<file path="config.mk">
export PLATFORM = sky130hd
export DESIGN_NAME = child_resp_collector
export DESIGN_NICKNAME = d
export VERILOG_FILES = /design/src/rtl/child_resp_collector.sv
export SDC_FILE = /design/constraint.sdc
export NUM_CORES = 1
export LEC_CHECK = 0
export ABC_CLOCK_PERIOD_IN_PS = 6100
export BUFFER_PORTS_ARGS = -buffer_cell sky130_fd_sc_hd__buf_4
export CAP_MARGIN = 20
export CORE_MARGIN = 2
export CORE_UTILIZATION = 48
export CTS_CLUSTER_SIZE = 28
export DETAILED_ROUTE_END_ITERATION = 16
export HOLD_SLACK_MARGIN = 0.03
export PLACE_DENSITY = 0.82
export SLEW_MARGIN = 20
export SYNTH_ARGS = -nofsm -noshare
export SYNTH_HDL_FRONTEND = slang
export SYNTH_SLANG_ARGS = --single-unit
</file>
<file path="constraint.sdc">
create_clock -name clk -period 6.1 [get_ports clk]
set_clock_uncertainty 0.1 [all_clocks]
set_input_delay 1.22 -clock clk [delete_from_list [all_inputs] [get_ports clk]]
set_output_delay 1.22 -clock clk [all_outputs]
set_load 0.005 [all_outputs]
</file>
<file path="src/rtl/child_resp_collector.sv">
// child_resp_collector: round-robin fan-in of child response streams into one registered, source-tagged output.
// Optional per-source saturating grant counters with CHILD_RESP_COLLECTOR_STATS_EN.
module child_resp_collector #(
  parameter int N_SRC = 5,
  parameter int DATA_W = 8,
  parameter int CNT_W = 16,
  localparam int IDX_W = $clog2(N_SRC)
) (
  input  logic                    clk,
  input  logic                    rst_n,
  input  logic [N_SRC-1:0]        src_valid,
  input  logic [N_SRC*DATA_W-1:0] src_data,
  output logic [N_SRC-1:0]        src_ready,
  output logic                    out_valid,
  output logic [DATA_W-1:0]       out_data,
  output logic [IDX_W-1:0]        out_src,
  input  logic                    out_ready,
  output logic [N_SRC*CNT_W-1:0]  grant_cnt
);
  logic [IDX_W-1:0] rr_ptr;
  logic [IDX_W-1:0] gnt;
  logic             load_en;
  logic             xfer;
  int               j;

  // Scan downward so the first valid index at or after rr_ptr is the last one written.
  always_comb begin
    gnt = '0;
    j = 0;
    for (int k = N_SRC - 1; k >= 0; k--) begin
      j = int'(rr_ptr) + k;
      if (j >= N_SRC) j = j - N_SRC;
      if (src_valid[j]) gnt = IDX_W'(j);
    end
  end

  // rst_n gates ready so no source sees an acceptance while the block is held in reset.
  assign load_en   = rst_n && (!out_valid || out_ready);
  assign xfer      = load_en && |src_valid;
  assign src_ready = xfer ? N_SRC'(1) << gnt : '0;

  always_ff @(posedge clk or negedge rst_n) begin
    if (!rst_n) begin
      out_valid <= 1'b0;
      out_data  <= '0;
      out_src   <= '0;
      rr_ptr    <= '0;
    end else if (xfer) begin
      out_valid <= 1'b1;
      out_data  <= src_data[gnt*DATA_W +: DATA_W];
      out_src   <= gnt;
      rr_ptr    <= (gnt == IDX_W'(N_SRC - 1)) ? '0 : gnt + 1'b1;
    end else if (out_ready) begin
      out_valid <= 1'b0;
    end
  end

`ifdef CHILD_RESP_COLLECTOR_STATS_EN
  for (genvar i = 0; i < N_SRC; i++) begin : g_cnt
    logic [CNT_W-1:0] c;
    always_ff @(posedge clk or negedge rst_n) begin
      if (!rst_n) c <= '0;
      else if (src_ready[i] && c != '1) c <= c + 1'b1;
    end
    assign grant_cnt[i*CNT_W +: CNT_W] = c;
  end
`else
  assign grant_cnt = '0;
`endif
endmodule
</file>
# Word level (Yosys, flattened, before mapping)
# Cells that the tools add are included.
[totals] reg_bits=15 elab_cells=62
[op_classes] addsub=10 order_cmp=10 n_eq_ne=1 shift=2 n_mux=29 reduce_logical=6
[ops] op="32-bit by 5-bit < comparator with 1-bit output (second input constant)" n=5
[ops] op="32-bit 2-to-1 mux" n=5
[ops] op="40-bit by 7-bit variable part select with 8-bit output" n=1
[ops] op="4-bit by 3-bit subtractor with 5-bit output (second input constant)" n=4
[ops] op="3-bit 2-to-1 mux" n=6
[ops] op="4-bit by 3-bit >= comparator with 1-bit output (second input constant)" n=4
[ops] op="1-bit binary-select mux with 3-bit select" n=5
[ops] op="1-bit 2-to-1 mux" n=12
[ops] op="3-bit by 2-bit adder with 4-bit output (second input constant)" n=2
[ops] op="5-bit 2-to-1 mux" n=1
[ops] op="5-bit OR reduction" n=1
[ops] op="1-bit by 3-bit << shifter with 5-bit output (first input constant)" n=1
[ops] op="3-bit by 1-bit adder with 4-bit output (second input constant)" n=1
[ops] op="3-bit by 3-bit adder with 4-bit output (second input constant)" n=1
[ops] op="3-bit by 3-bit subtractor with 4-bit output (second input constant)" n=1
[ops] op="3-bit by 1-bit adder with 3-bit output (second input constant)" n=1
[ops] op="3-bit == test (second input constant)" n=1
[ops] op="3-bit >= comparator (second input constant)" n=1
[ops] op="1-bit logical AND" n=2
[ops] op="2-bit nonzero test" n=1
[ops] op="1-bit zero test" n=1
[ops] op="1-bit logical OR" n=1

# Longest topological paths before layout
[logic_depth] ltp_word=13 mapped_depth=17

# Least setup slack after synthesis
# No wires, ideal clock.
[synth_path] path_kind="register to output" startpoint="register rr_ptr[0]" endpoint="output port src_ready[0]" t_arrival_ns=3.525 t_required_ns=4.780 path_slack_ns=1.255 stages_incl_launch_ff=16 path_cell_list="dfrtp_1 > buf_6 > buf_6 > clkinv_1 > ha_1 > inv_1 > ha_1 > a211o_1 > a211oi_4 > mux2i_1 > o22ai_1 > a221o_1 > a221oi_4 > inv_4 > buf_6 > nor2_1"
[synth_via] elab_chain_cells=13 word_cells_on_any_way=41 classes_between="9 x add/sub; 5 x order compare; 1 x shift; 26 x mux"
[synth_lines] item="from (decl)" line="20" rtl="logic [IDX_W-1:0] rr_ptr;"
[synth_lines] item="from (signal assigned)" line="52" rtl="rr_ptr <= (gnt == IDX_W'(N_SRC - 1)) ? '0 : gnt + 1'b1;"
[synth_lines] item="3-bit by 3-bit adder with 4-bit output" line="31" rtl="j = int'(rr_ptr) + k;"
[synth_lines] item="4-bit by 3-bit subtractor with 5-bit output or 4-bit by 3-bit >= comparator with 1-bit output (tied branches)" line="32" rtl="if (j >= N_SRC) j = j - N_SRC;"
[synth_lines] item="32-bit 2-to-1 mux" line="32"
[synth_lines] item="1-bit binary-select mux with 3-bit select" line="33" rtl="if (src_valid[j]) gnt = IDX_W'(j);"
[synth_lines] item="1-bit 2-to-1 mux (not written as such) (2 in a row)" line="33"
[synth_lines] item="3-bit 2-to-1 mux (4 in a row)" line="33"
[synth_lines] item="3-bit 2-to-1 mux *" line="33"
[synth_lines] item="1-bit by 3-bit << shifter with 5-bit output *" line="40" rtl="assign src_ready = xfer ? N_SRC'(1) << gnt : '0;"
[synth_lines] item="5-bit 2-to-1 mux *" line="40"
[synth_lines] item="to (decl)" line="13" rtl="output logic [N_SRC-1:0] src_ready,"
# Mark *: on every way between the ends. The rest lies on a longest branch, timed or not. The select of a mux whose other input is x is not followed.

# Final worst setup path
[layout_path] startpoint="register rr_ptr[1]" endpoint="output port src_ready[2]"
# The elaborated chain is that of the path after synthesis.

==> summary.md <==
| Metric | Value |
|---|---|
| Outcome | `completed` |
| Combinational power share | `0.888` |
| Cells after Synth | `roughly 360` |
| Setup crit start kind | `flip-flop` |
| Boundary Pins | `about 150` |
| # rows | `29` |
| Worst slack at placement | `790 ps` |
| HP Start | `out_src[2]$_DFFE_PN0P_` |
| Via count | `~2700` |
| Initial core utilization | `0.489` |
| Net Switching | `~1.4 mW` |
| Crit end category | `primary output` |
| Gr ovfl total | `0` |
| Fill count | `between 500 and 600` |
| Pint | `around 1.1 mW` |
| Port-buffer cells | `64` |
| Post-synth EDFFs | `0` |
| Die area | `approximately 0.007 sq mm` |
| Share of post-route cells with drive strength above 1 | `0.258` |
| First-pass GRT wire length | `11500 um` |
| Largest net degree at the start of global routing | `26` |
| Hold path depth | `1` |
| Utilization after layout | `0.510` |
| PostCTS Resize Cnt | `0` |
| Via/cell ratio | `approximately 5.4` |
| Critical R2R Launch | `rr_ptr[1]$_DFFE_PN0P_` |
| Slew HR | `0.583` |
| Crit path max-delay family | `simple AND/OR/NAND/NOR gates` |
| Post-DP Area | `around 0.0031 sq mm` |
| Top cell type by total area after synthesis | `buf_4` |
| Antenna cells | `0` |
| Asr flop ratio synth | `1.00` |
| Tcrit/Tclk final | `0.920` |
| Die X | `83.7 um` |
| Fmax achieved | `0.178 GHz` |
| Switching Share | `0.557` |
| # hold bufs at CTS | `0` |
| Primary FF master, synth | `dfrtp_1` |
| Leak Pwr | `1.51 nW` |
| Worst Path Arrival | `roughly 4300 ps` |
| Hold Vio Cnt, Final | `0` |
| Seq cells post-synth | `15` |
| PwrDens | `around 760 mW/mm^2` |
| CTS tree | `yes` |
| Clock Path Buffers | `2` |
| Hold Path End | `out_src[2]$_DFFE_PN0P_` |
| Vias in the first global route | `roughly 2400` |
| CTS sink count | `15` |
| Core Area | `between 0.006 and 0.007 sq mm` |
| Worst path bufs/invs | `3` |
| Hold crit path type | `flip-flop to flip-flop` |
| Netlist cell types | `roughly 80` |
| Iter 0 DRT Violations | `roughly 230` |
| Drt total wl | `a little over 7000 um` |
| Crit path max fanout | `17` |
| Worst skew pair latency | `between 200 and 250 ps` |
| Cts bufs inserted | `3` |
| Area Growth Syn to Fin | `4.30%` |
| Period minus WS final | `between 5000 and 6000 ps` |
| WL/cell | `14.6 um` |
| Cell area after synthesis | `0.00305 sq mm` |
| Fin nets | `477` |
| Root buf cell | `clkbuf_8` |
| Initial antenna violation count | `0` |
| Crit path required time | `4780 ps` |
| Synth top area cells | `buf_4, dfrtp_1, ha_1` |
| Worst R2R Path Depth | `12` |
| Peak supply drop | `around 0.4 mV` |
| Final ANT Viol Nets | `0` |
| Slew @ Worst Pin | `approximately 630 ps` |
| Initial DRT Pass Iterations | `4` |
| Pins Over Slew Limit | `0` |
| DIE HEIGHT | `83.7 um` |
| Max Cap Viol | `0` |
| Residual DRC | `0` |
| CP Class | `flip-flop to primary output` |
| CP Cell Sequence | `inv_1 -> ha_1 -> inv_1 -> ha_1 -> a21oi_1 -> mux4_2 -> or4_1 -> nand2b_1 -> nand2_1 -> nor2_1 -> buf_4` |
| Setup TNS | `0 ps` |
| Average size of a mapped cell | `8.41 sq um` |
| Synth top area share | `0.204` |
| FF-to-FF End | `out_data[0]$_DFFE_PN0P_` |
| Clk network pwr share | `0.032` |
| Worst-path clk slew | `60 ps` |
| Crit-path max cell delay | `around 790 ps` |
| Seq pwr share | `0.080` |
| Detailed placement HPWL | `5580 um` |
| Total setup buffers inserted after CTS | `0` |
| Slowest CP cell | `or4_1` |
| H-Tree Depth | `1` |
| R2R Setup Slk | `between 1500 and 2000 ps` |
| Ys Warns | `0` |
| Total power | `2.43 mW` |
| RSZ-0062 raised after global routing | `false` |
| Tot GR Track Use | `0.195` |
| GP Congestion | `between 0.8 and 0.9` |
| Final Cell Area | `around 0.0032 sq mm` |
| Setup violators final | `0` |
| Sequential-to-total area share from yosys stat | `0.123` |
| Final worst slack | `roughly 500 ps` |
-- cell usage in the layout (no fill, tap or decap), types with 3 or more instances in the layout --
cell      count
a21oi_1      15
a311o_1       8
a31oi_1      17
buf_4        69
clkbuf_8      3
conb_1       80
dfrtp_1      15
ha_1         14
inv_1        17
mux2i_1      11
mux4_2        3
nand2_1      21
nand2b_1      3
nand3_1      12
nand4_1       8
nor2_1       22
nor2b_1       4
nor4_1        9
o211ai_1      3
o21ai_0      12
xnor2_1       4
-- worst max path at each step --
| stage | cells past startpoint | endpoint | from | slack, ps |
|---|---|---|---|---|
| 2_1_floorplan | 15 | src_ready[0] | rr_ptr[0]$_DFFE_PN0P_ | 1250 |
| 3_3_place_gp | 11 | src_ready[2] | rr_ptr[1]$_DFFE_PN0P_ | 1010 |
| 3_5_place_dp | 11 | src_ready[2] | rr_ptr[1]$_DFFE_PN0P_ | 790 |
| 4_1_cts | 11 | src_ready[2] | rr_ptr[1]$_DFFE_PN0P_ | 510 |
| 5_1_grt | 11 | src_ready[2] | rr_ptr[1]$_DFFE_PN0P_ | 170 |
| 6_report | 11 | src_ready[2] | rr_ptr[1]$_DFFE_PN0P_ | 490 |
-- cell usage after synthesis, types with 3 or more instances --
cell	n
buf_4	83
nor4_1	9
clkbuf_8	5
nor2b_1	4
xnor2_1	4
o211ai_1	3
o21ai_0	12
a21oi_1	15
nand3_1	12
inv_1	17
dfrtp_1	15
nor2_1	22
mux4_2	3
mux2i_1	11
nand4_1	8
buf_6	9
a311o_1	8
nand2_1	21
ha_1	14
a31oi_1	17
nand2b_1	3
-- per-layer routing --
metal,track usage,wire (um)
met1,0.252,2820
met5,0,0
met2,0.342,3570
met4,0.0645,92
met3,0.0158,695
-- worst reg2reg max path, stage by stage (launching register included) --
cell and delay (ps):
dfrtp_1 630, inv_1 280, ha_1 700, and2_4 280, nor4b_2 330, o31ai_4 130
o32a_1 190, a221o_1 520, a21oi_4 190, buf_4 230, o21ai_0 150, a311o_1 400
a31oi_1 140
-- registers in the layout (all words and copies together) (netlist names) --
name / cells
out_valid: 1
out_data: 8
out_src: 3
rr_ptr: 3
-- power by group through the flow --
stage	registers (mW)	clock network (mW)	logic (mW)
after floorplan	0.184	0	1.84
after global placement	0.192	0	2.05
after detailed placement	0.194	0	2.12
after CTS	0.193	0.0796	2.12
after global routing	0.199	0.0846	2.35
final	0.194	0.0782	2.16
-- cells by family after synthesis --
| logic type | count (synthesis) | share of synthesized area |
|---|---|---|
| compound gates | 92 | 0.249 |
| xor+xnor | 5 | 0.0205 |
| fa+ha+maj | 14 | 0.0574 |
| buf+inv | 120 | 0.294 |
| flops | 15 | 0.123 |
| mux | 18 | 0.0742 |
| other cells | 1 | 0.00123 |
| simple gates | 98 | 0.180 |
-- area by class of cell --
type	instances	area, sq um	area share
Inverter	19	73.8	0.0232
Multi-Input combinational cell	307	2070	0.652
Timing Repair Buffer	69	518	0.163
Tap cell	77	96.3	0.0303
Sequential cell	15	375	0.118
Clock buffer	4	45.0	0.0142
-- stage by stage --
step / instances / hold slack (ps)
after global routing: 491 / 409
after detailed placement: 487 / 372
final: 491 / 389
after floorplan: 442 / 368
after CTS: 491 / 392
after global placement: 487 / 369
Note: power is estimated with default switching activity, not from simulation.
